### config.mk
export PLATFORM = sky130hd
export DESIGN_NAME = ascon_perm_ctrl
export DESIGN_NICKNAME = d
export VERILOG_FILES = /design/src/rtl/ascon_perm_ctrl.sv
export SDC_FILE = /design/constraint.sdc
export NUM_CORES = 1
export LEC_CHECK = 0
export CORE_AREA = 2 2 501 503
export CTS_BUF_LIST = sky130_fd_sc_hd__clkbuf_8
export DETAILED_ROUTE_END_ITERATION = 10
export DIE_AREA = 0 0 503 505
export GPL_TIMING_DRIVEN = 0
export PLACE_DENSITY_LB_ADDON = 0.1
export SYNTH_ARGS = -nofsm -noshare
export SYNTH_HDL_FRONTEND = slang
export SYNTH_SLANG_ARGS = --single-unit
### constraint.sdc
create_clock -name clk_i -period 2 [get_ports clk_i]
set_clock_uncertainty 0.2 [all_clocks]
set_input_delay 0.3 -clock clk_i [delete_from_list [all_inputs] [get_ports clk_i]]
set_output_delay 0.3 -clock clk_i [all_outputs]
set_load 0.03 [all_outputs]
### src/rtl/ascon_perm_ctrl.sv
`default_nettype none
`timescale 1ns/1ps
// ============================================================================
// Module   : ascon_perm_ctrl
// Purpose  : Iterative round controller for the Ascon-p permutation. It holds
//            the 320-bit state and steps it through an external
//            single-round stage once per clock. It then presents the result
//            with a valid/ready handshake.
// Ports    : clk_i, rst_i             - clock, synchronous active-high reset
//            start_i, rounds_i        - start request and round count (1..MAX)
//            x0_i..x4_i               - input state, sampled on accepted start
//            ready_o, err_o           - idle indicator, illegal-rounds pulse
//            rnd_x0_o..rnd_x4_o       - state presented to the round stage
//            rnd_cnt_o                - round-constant index for that stage
//            rnd_x0_i..rnd_x4_i       - one-round result from the stage
//            valid_o, ready_i         - result handshake
//            x0_o..x4_o               - permuted state words
// Revision : 1.0 - initial release
// ============================================================================
module ascon_perm_ctrl #(
  // Must not exceed 12: the start index is computed as 12 - rounds_i.
  parameter int unsigned MAX_ROUNDS = 12
) (
  input  logic        clk_i,
  input  logic        rst_i,
  input  logic        start_i,
  input  logic [3:0]  rounds_i,
  input  logic [63:0] x0_i,
  input  logic [63:0] x1_i,
  input  logic [63:0] x2_i,
  input  logic [63:0] x3_i,
  input  logic [63:0] x4_i,
  output logic        ready_o,
  output logic        err_o,
  output logic [63:0] rnd_x0_o,
  output logic [63:0] rnd_x1_o,
  output logic [63:0] rnd_x2_o,
  output logic [63:0] rnd_x3_o,
  output logic [63:0] rnd_x4_o,
  output logic [3:0]  rnd_cnt_o,
  input  logic [63:0] rnd_x0_i,
  input  logic [63:0] rnd_x1_i,
  input  logic [63:0] rnd_x2_i,
  input  logic [63:0] rnd_x3_i,
  input  logic [63:0] rnd_x4_i,
  output logic        valid_o,
  input  logic        ready_i,
  output logic [63:0] x0_o,
  output logic [63:0] x1_o,
  output logic [63:0] x2_o,
  output logic [63:0] x3_o,
  output logic [63:0] x4_o
);

  localparam logic [3:0] C_LAST_RND  = 4'd11;
  localparam logic [3:0] C_TOTAL_RND = 4'd12;

  typedef enum logic [1:0] {
    IDLE = 2'd0,
    RUN  = 2'd1,
    DONE = 2'd2
  } state_e;

  state_e             state_q, state_d;
  logic [4:0][63:0]   x_q, x_d;
  logic [3:0]         cnt_q, cnt_d;
  logic               err_q, err_d;
  logic               ready_q, ready_d;
  logic               valid_q, valid_d;
  logic               rounds_ok;

  assign rounds_ok = (rounds_i != 4'd0) && ({28'd0, rounds_i} <= MAX_ROUNDS);

  always_comb begin
    state_d = state_q;
    x_d     = x_q;
    cnt_d   = cnt_q;
    err_d   = 1'b0;
    case (state_q)
      IDLE: begin
        if (start_i) begin
          if (rounds_ok) begin
            x_d     = {x4_i, x3_i, x2_i, x1_i, x0_i};
            // Shorter permutations use the tail of the 12 round constants.
            cnt_d   = C_TOTAL_RND - rounds_i;
            state_d = RUN;
          end else begin
            err_d = 1'b1;
          end
        end
      end
      RUN: begin
        x_d = {rnd_x4_i, rnd_x3_i, rnd_x2_i, rnd_x1_i, rnd_x0_i};
        // Index 11 is the final round; the counter parks there, never wraps.
        if (cnt_q == C_LAST_RND) begin
          state_d = DONE;
        end else begin
          cnt_d = cnt_q + 4'd1;
        end
      end
      DONE: begin
        if (ready_i) begin
          state_d = IDLE;
        end
      end
      default: state_d = IDLE;
    endcase
    // Handshake flags come from the next state so they are plain flops.
    ready_d = (state_d == IDLE);
    valid_d = (state_d == DONE);
  end

  always_ff @(posedge clk_i) begin
    if (rst_i) begin
      state_q <= IDLE;
      x_q     <= '0;
      cnt_q   <= 4'd0;
      err_q   <= 1'b0;
      ready_q <= 1'b1;
      valid_q <= 1'b0;
    end else begin
      state_q <= state_d;
      x_q     <= x_d;
      cnt_q   <= cnt_d;
      err_q   <= err_d;
      ready_q <= ready_d;
      valid_q <= valid_d;
    end
  end

  assign ready_o   = ready_q;
  assign valid_o   = valid_q;
  assign err_o     = err_q;
  assign rnd_cnt_o = cnt_q;

  assign rnd_x0_o = x_q[0];
  assign rnd_x1_o = x_q[1];
  assign rnd_x2_o = x_q[2];
  assign rnd_x3_o = x_q[3];
  assign rnd_x4_o = x_q[4];

  assign x0_o = x_q[0];
  assign x1_o = x_q[1];
  assign x2_o = x_q[2];
  assign x3_o = x_q[3];
  assign x4_o = x_q[4];

endmodule
`default_nettype wire
Word level (Yosys, flattened, before mapping)
Index checks and enable logic that the tools add are counted.
{ "classes": {"n_addsub": 2, "n_mul": 0, "div_mod_pow": 0, "magnitude_cmp": 1, "n_eq_ne": 7, "n_shift": 0, "n_mux": 13, "n_bitwise": 2, "n_reduce_logical": 8} }
{ "op_table": {"columns": ["operator", "n"], "rows": [
  ["320-bit 2-to-1 mux", 2],
  ["320-bit case mux with 2 select lines", 1],
  ["4-bit 2-to-1 mux", 3],
  ["2-bit 2-to-1 mux", 4],
  ["4-bit case mux with 2 select lines", 1],
  ["2-bit != test, second input constant", 3],
  ["2-bit case mux with 3 select lines", 1],
  ["4-bit by 1-bit adder with 4-bit output, second input constant", 1],
  ["2-bit equality test, second input constant", 2],
  ["4-bit equality test, second input constant", 1],
  ["4-bit less-or-equal comparator, second input constant", 1],
  ["2-bit zero test", 2],
  ["4-bit AND reduction", 1],
  ["4-bit nonzero test", 1],
  ["4-bit subtractor, first input constant", 1],
  ["3-bit AND reduction", 1],
  ["3-bit OR reduction", 1],
  ["2-bit by 1-bit equality test with 1-bit output, second input constant", 1],
  ["1-bit inverter", 2],
  ["2-bit nonzero test", 1],
  ["1-bit logical AND", 1],
  ["1-bit 2-to-1 mux", 1]
]} }
{ "totals": {"ff_bits": 329, "latch_bits": 0, "mem_bits_rw": 0, "rom_bits": 0, "in_bits": 648, "output_inout_bits": 647, "wordCells": 43, "memories": 0} }

Depth between registers and ports, before layout
{ "logic_depth": {"ltp_word": 6, "depth_mapped": 9, "ltp_nobuf": 6} }

Worst setup path before layout
OpenSTA, ideal clock, no wires.
{ "synth_timing": {"kind": "input port to flip-flop", "start": "input rounds_i[0]", "end": "register x_q (netlist bit rnd_x2_o[45])", "setup_ns": 0.132, "arrival_ns": 1.740, "t_required_ns": 1.668, "path_slack_ns": -0.072, "stages": 9, "n_path_buf": 3, "path_cell_list": "inv_1 ha_1 or3b_4 a31oi_1 buf_4 buf_6 buf_6 a211o_1 a21oi_1"} }
{ "synth_between": {"elab_chain_cells": 4, "elab_cells_between_ends": 5, "cone_classes": "1 x order compare; 1 x eq/ne; 3 x reduce/logical"} }
{ "synth_lines": {"columns": ["element", "line_no", "rtl"], "rows": [
  ["start: declaration", "27", "input logic [3:0] rounds_i,"],
  ["4-bit less-or-equal comparator / 4-bit nonzero test (equally long branches)", "72", "assign rounds_ok = (rounds_i != 4'd0) && ({28'd0, rounds_i} <= MAX_ROUNDS);"],
  ["1-bit logical AND *", "72", null],
  ["2-bit != test (no source line) *", null, null],
  ["3-bit AND reduction (no source line) *", null, null],
  ["end signal: assignment", "116", "x_q <= '0;"],
  ["end signal: assignment", "123", "x_q <= x_d;"],
  ["end: declaration", "65", "logic [4:0][63:0] x_q, x_d;"]
]} }
Mark *: on every way between the ends. The rest lies on a longest branch, timed or not.
A chain may end at the register's enable or synchronous reset.

Worst setup path in the final report
{ "layout_timing": {"start": "register state_q[1]", "end": "register x_q (netlist bit rnd_x4_o[60])"} }
{ "layout_between": {"elab_chain_cells": 3, "elab_cells_between_ends": 7, "cone_classes": "3 x eq/ne; 1 x mux; 3 x reduce/logical"} }
{ "layout_lines": {"columns": ["element", "line_no", "rtl"], "rows": [
  ["start: declaration", "64", "state_e state_q, state_d;"],
  ["start signal: assignment", "122", "state_q <= state_d;"],
  ["2-bit by 1-bit equality test with 1-bit output / 2-bit zero test (equally long branches)", "79", "case (state_q)"],
  ["2-bit nonzero test (no source line) / 2-bit != test (equally long branches)", null, null],
  ["3-bit AND reduction (no source line)", null, null]
]} }
Parallel ways exist; a longest one is shown, timed or not.

==> results.cfg <==
[run_status]
status = complete, but fails checks
violations = negative setup slack

[job]
drv_cap = 0

[sta]
rsz0062_at_grt = yes
finalCritPeriodShare = 1.04
relSlewSlack = 0.444
fmax_mhz = 481
setup_slack_ns = -0.0796
hold_viol = 0
setup_viol = 69
setup-tns-final_ns = -1.71
tightest_slew_ns = 0.834
layout_min_cycle_time_ns = 2.08
slew_violations = 0

[drt]
drt-initial-drc-count = 987
num_vias = 26700
drc = 0
vias_per_cell = 3.35
wl_per_cell_um = 25.1
drtAntennaViolNets = 0
routed_wirelength_mm = 200
firstDrtPassIters = 5

[yosys]
synth_cells = 2543
synth.distinct_cells = 30
synth_mux_area_frac = 0.000522
synth-edff-count = 0
synth_warnings = 0
synth_top_family_by_area = compound AO/OA/AOI/OAI gates
synth_xor_area_frac = 0.00183
ys_seq_area_frac = 0.343
yosys.area_share.simple = 0.131
synth_compound_area_frac = 0.318
yosys.area_share.adder = 0.00130
avgSynthCellArea_sq_um = 7.54
ys_ff_latch = 329
synthFlopType = dfxtp_1
synth_nets = 3193
synth_area_sq_um = 19200
synth-async-reset-ratio = 0

[floorplan]
ios = 1295
fp.dieW_um = 503
core-area_sq_um = 248000
die_height_um = 505
dieArea_sq_um = 254000
start_util = 0.0773
row_count = 183

[layout]
nNetsFinal = 5214
multi_input_area_sq_um = 9610
final-seq-area_sq_um = 7490
fillers = 28200
drive_above_1_share = 0.401
area_growth_pct = 157
layout_commonest_cell = clkdlybuf4s50_1
final_cell_mix = 643 x clkdlybuf4s50_1, 622 x dlygate4sd3_1, 587 x buf_6

[hold_path]
worstHoldPathType = in2reg
min-delay-start = rounds_i[1]

[pwr]
pwr_density_cell_nw_per_um2 = 639
cellLeakagePower_nw = 20.2
ir_drop_uv = 370
fin_total_pwr_mw = 31.5

[worst_setup_path]
worst_path_most_repeated_cell = buf_12
cp_max_fo = 9
criticalPathCategory = reg2reg
worst_setup_path_end_kind = flip-flop
cpMaxStageDelayCell = dfxtp_4
critical_path.startpoint = state_q[1]
r2r_start = state_q[1]
arrival_ns = 2.58
critical-path-max-stage-delay_ns = 0.40
startpoint_type = flip-flop
cp_cell_sequence = nand2b_4, buf_12, buf_12, buf_16, buf_12, clkbuf_16, nand2_1, a211o_1, a21oi_1
crit_required_ns = 2.50

[grt]
grt_pass1_vias = 28800
grt_max_degree = 13
grt-ovfl-total = 0
grt_pass1_wl_mm = 257
antenna_found_initial = 46
grt_usage = 0.147

[place]
place_hpwl_mm = 159
routabilityCongestion = 0.795
io_buffers = 1293

[clock_network]
cts_buffers = 84
clkLatencyLatePin_ns = 0.79
ctsRootBufferMaster = clkbuf_8
cts_tree = done
cts_buffer_depth = 3
clk_pin_slew_ns = 0.07
cts_sinks = 329
cts-htree-levels = 3
-- flip-flops by register name, summed over array words and instances, names as in the netlist --
signal     count
rnd_x0_o      64
rnd_x1_o      64
rnd_x2_o      64
rnd_x3_o      64
rnd_x4_o      64
rnd_cnt_o      4
state_q        2
err_o          1
ready_o        1
valid_o        1
-- metal layers --
| layer | routed length (um) | track usage |
|---|---|---|
| met1 | 86300 | 0.182 |
| met2 | 96500 | 0.253 |
| met3 | 13600 | 0.0389 |
| met4 | 3670 | 0.0317 |
| met5 | 214 | 0 |
-- timing repair --
item                        CTS  global route
hold endpoints to repair    323             3
setup endpoints to repair   976           952
setup buffers                24            71
pin swaps                   154           180
cloned                       15            25
resized for setup          3078          2914
hold buffers                618             4
-- Yosys cell counts, types with 3 or more instances --
cell,count,area share
a211o_1,320,0.15
a21oi_1,324,0.085
buf_12,3,0.0031
buf_2,46,0.012
buf_4,332,0.13
buf_6,55,0.032
clkbuf_1,135,0.026
dfxtp_1,329,0.34
nand2_1,646,0.13
nor2_1,7,0.0014
o21ai_1,320,0.084
-- cell families after synthesis --
kind of cell	after synthesis
AOI/OAI and AO/OA	973
DFF	329
adders and majority gates	2
xor gates and xnor gates	4
muxes	1
and+or+nand+nor	661
buffers and inverters	573
-- layout make-up --
class                           count  share of cell area
Clock buffer                       96              0.0268
Timing Repair Buffer             2038               0.430
Sequential cell                   329               0.152
Clock inverter                     51             0.00722
Buffer                            468               0.103
Multi-Input combinational cell   1641               0.195
Tap cell                         3330              0.0846
Inverter                            2            0.000152
Antenna cell                       21             0.00107
-- through the flow --
stage | instance area [sq um] | cells | hold slack (ns) | utilization | setup WS, ns
floorplan | 19200 | 2543 | 0.263 | - | 0.0225
global placement | 36300 | 7166 | 0.288 | 0.146 | -2.86
detailed placement | 36300 | 7166 | 0.294 | 0.146 | -2.27
CTS | 45500 | 7970 | 0.000409 | 0.183 | -0.221
global route | 49200 | 7969 | -0.00150 | 0.198 | -0.189
finish | 49200 | 7976 | 0.0455 | 0.198 | -0.0796
-- power breakdown --
| group | internal [mW] | switching [mW] |
|---|---|---|
| clock | 4.90 | 4.27 |
| combinational | 6.99 | 7.11 |
| sequential | 7.25 | 0.951 |
| total | 19.1 | 12.3 |
-- worst paths after layout --
path                  end  slack [ns]  cells after the start
max          rnd_x4_o[60]       -0.08                      9
min          rnd_cnt_o[2]        0.05                      6
max reg2reg  rnd_x4_o[60]       -0.08                      9
min reg2reg  rnd_x1_o[29]        0.30                      2
-- critical path, delay by kind of cell (launching register included) --
family,cells,cell delay (ns)
AOI/OAI and AO/OA,2,0.41
buffers and inverters,5,0.73
and+or+nand+nor,2,0.20
DFF,1,0.40
Note: power is estimated with default switching activity, not from simulation.
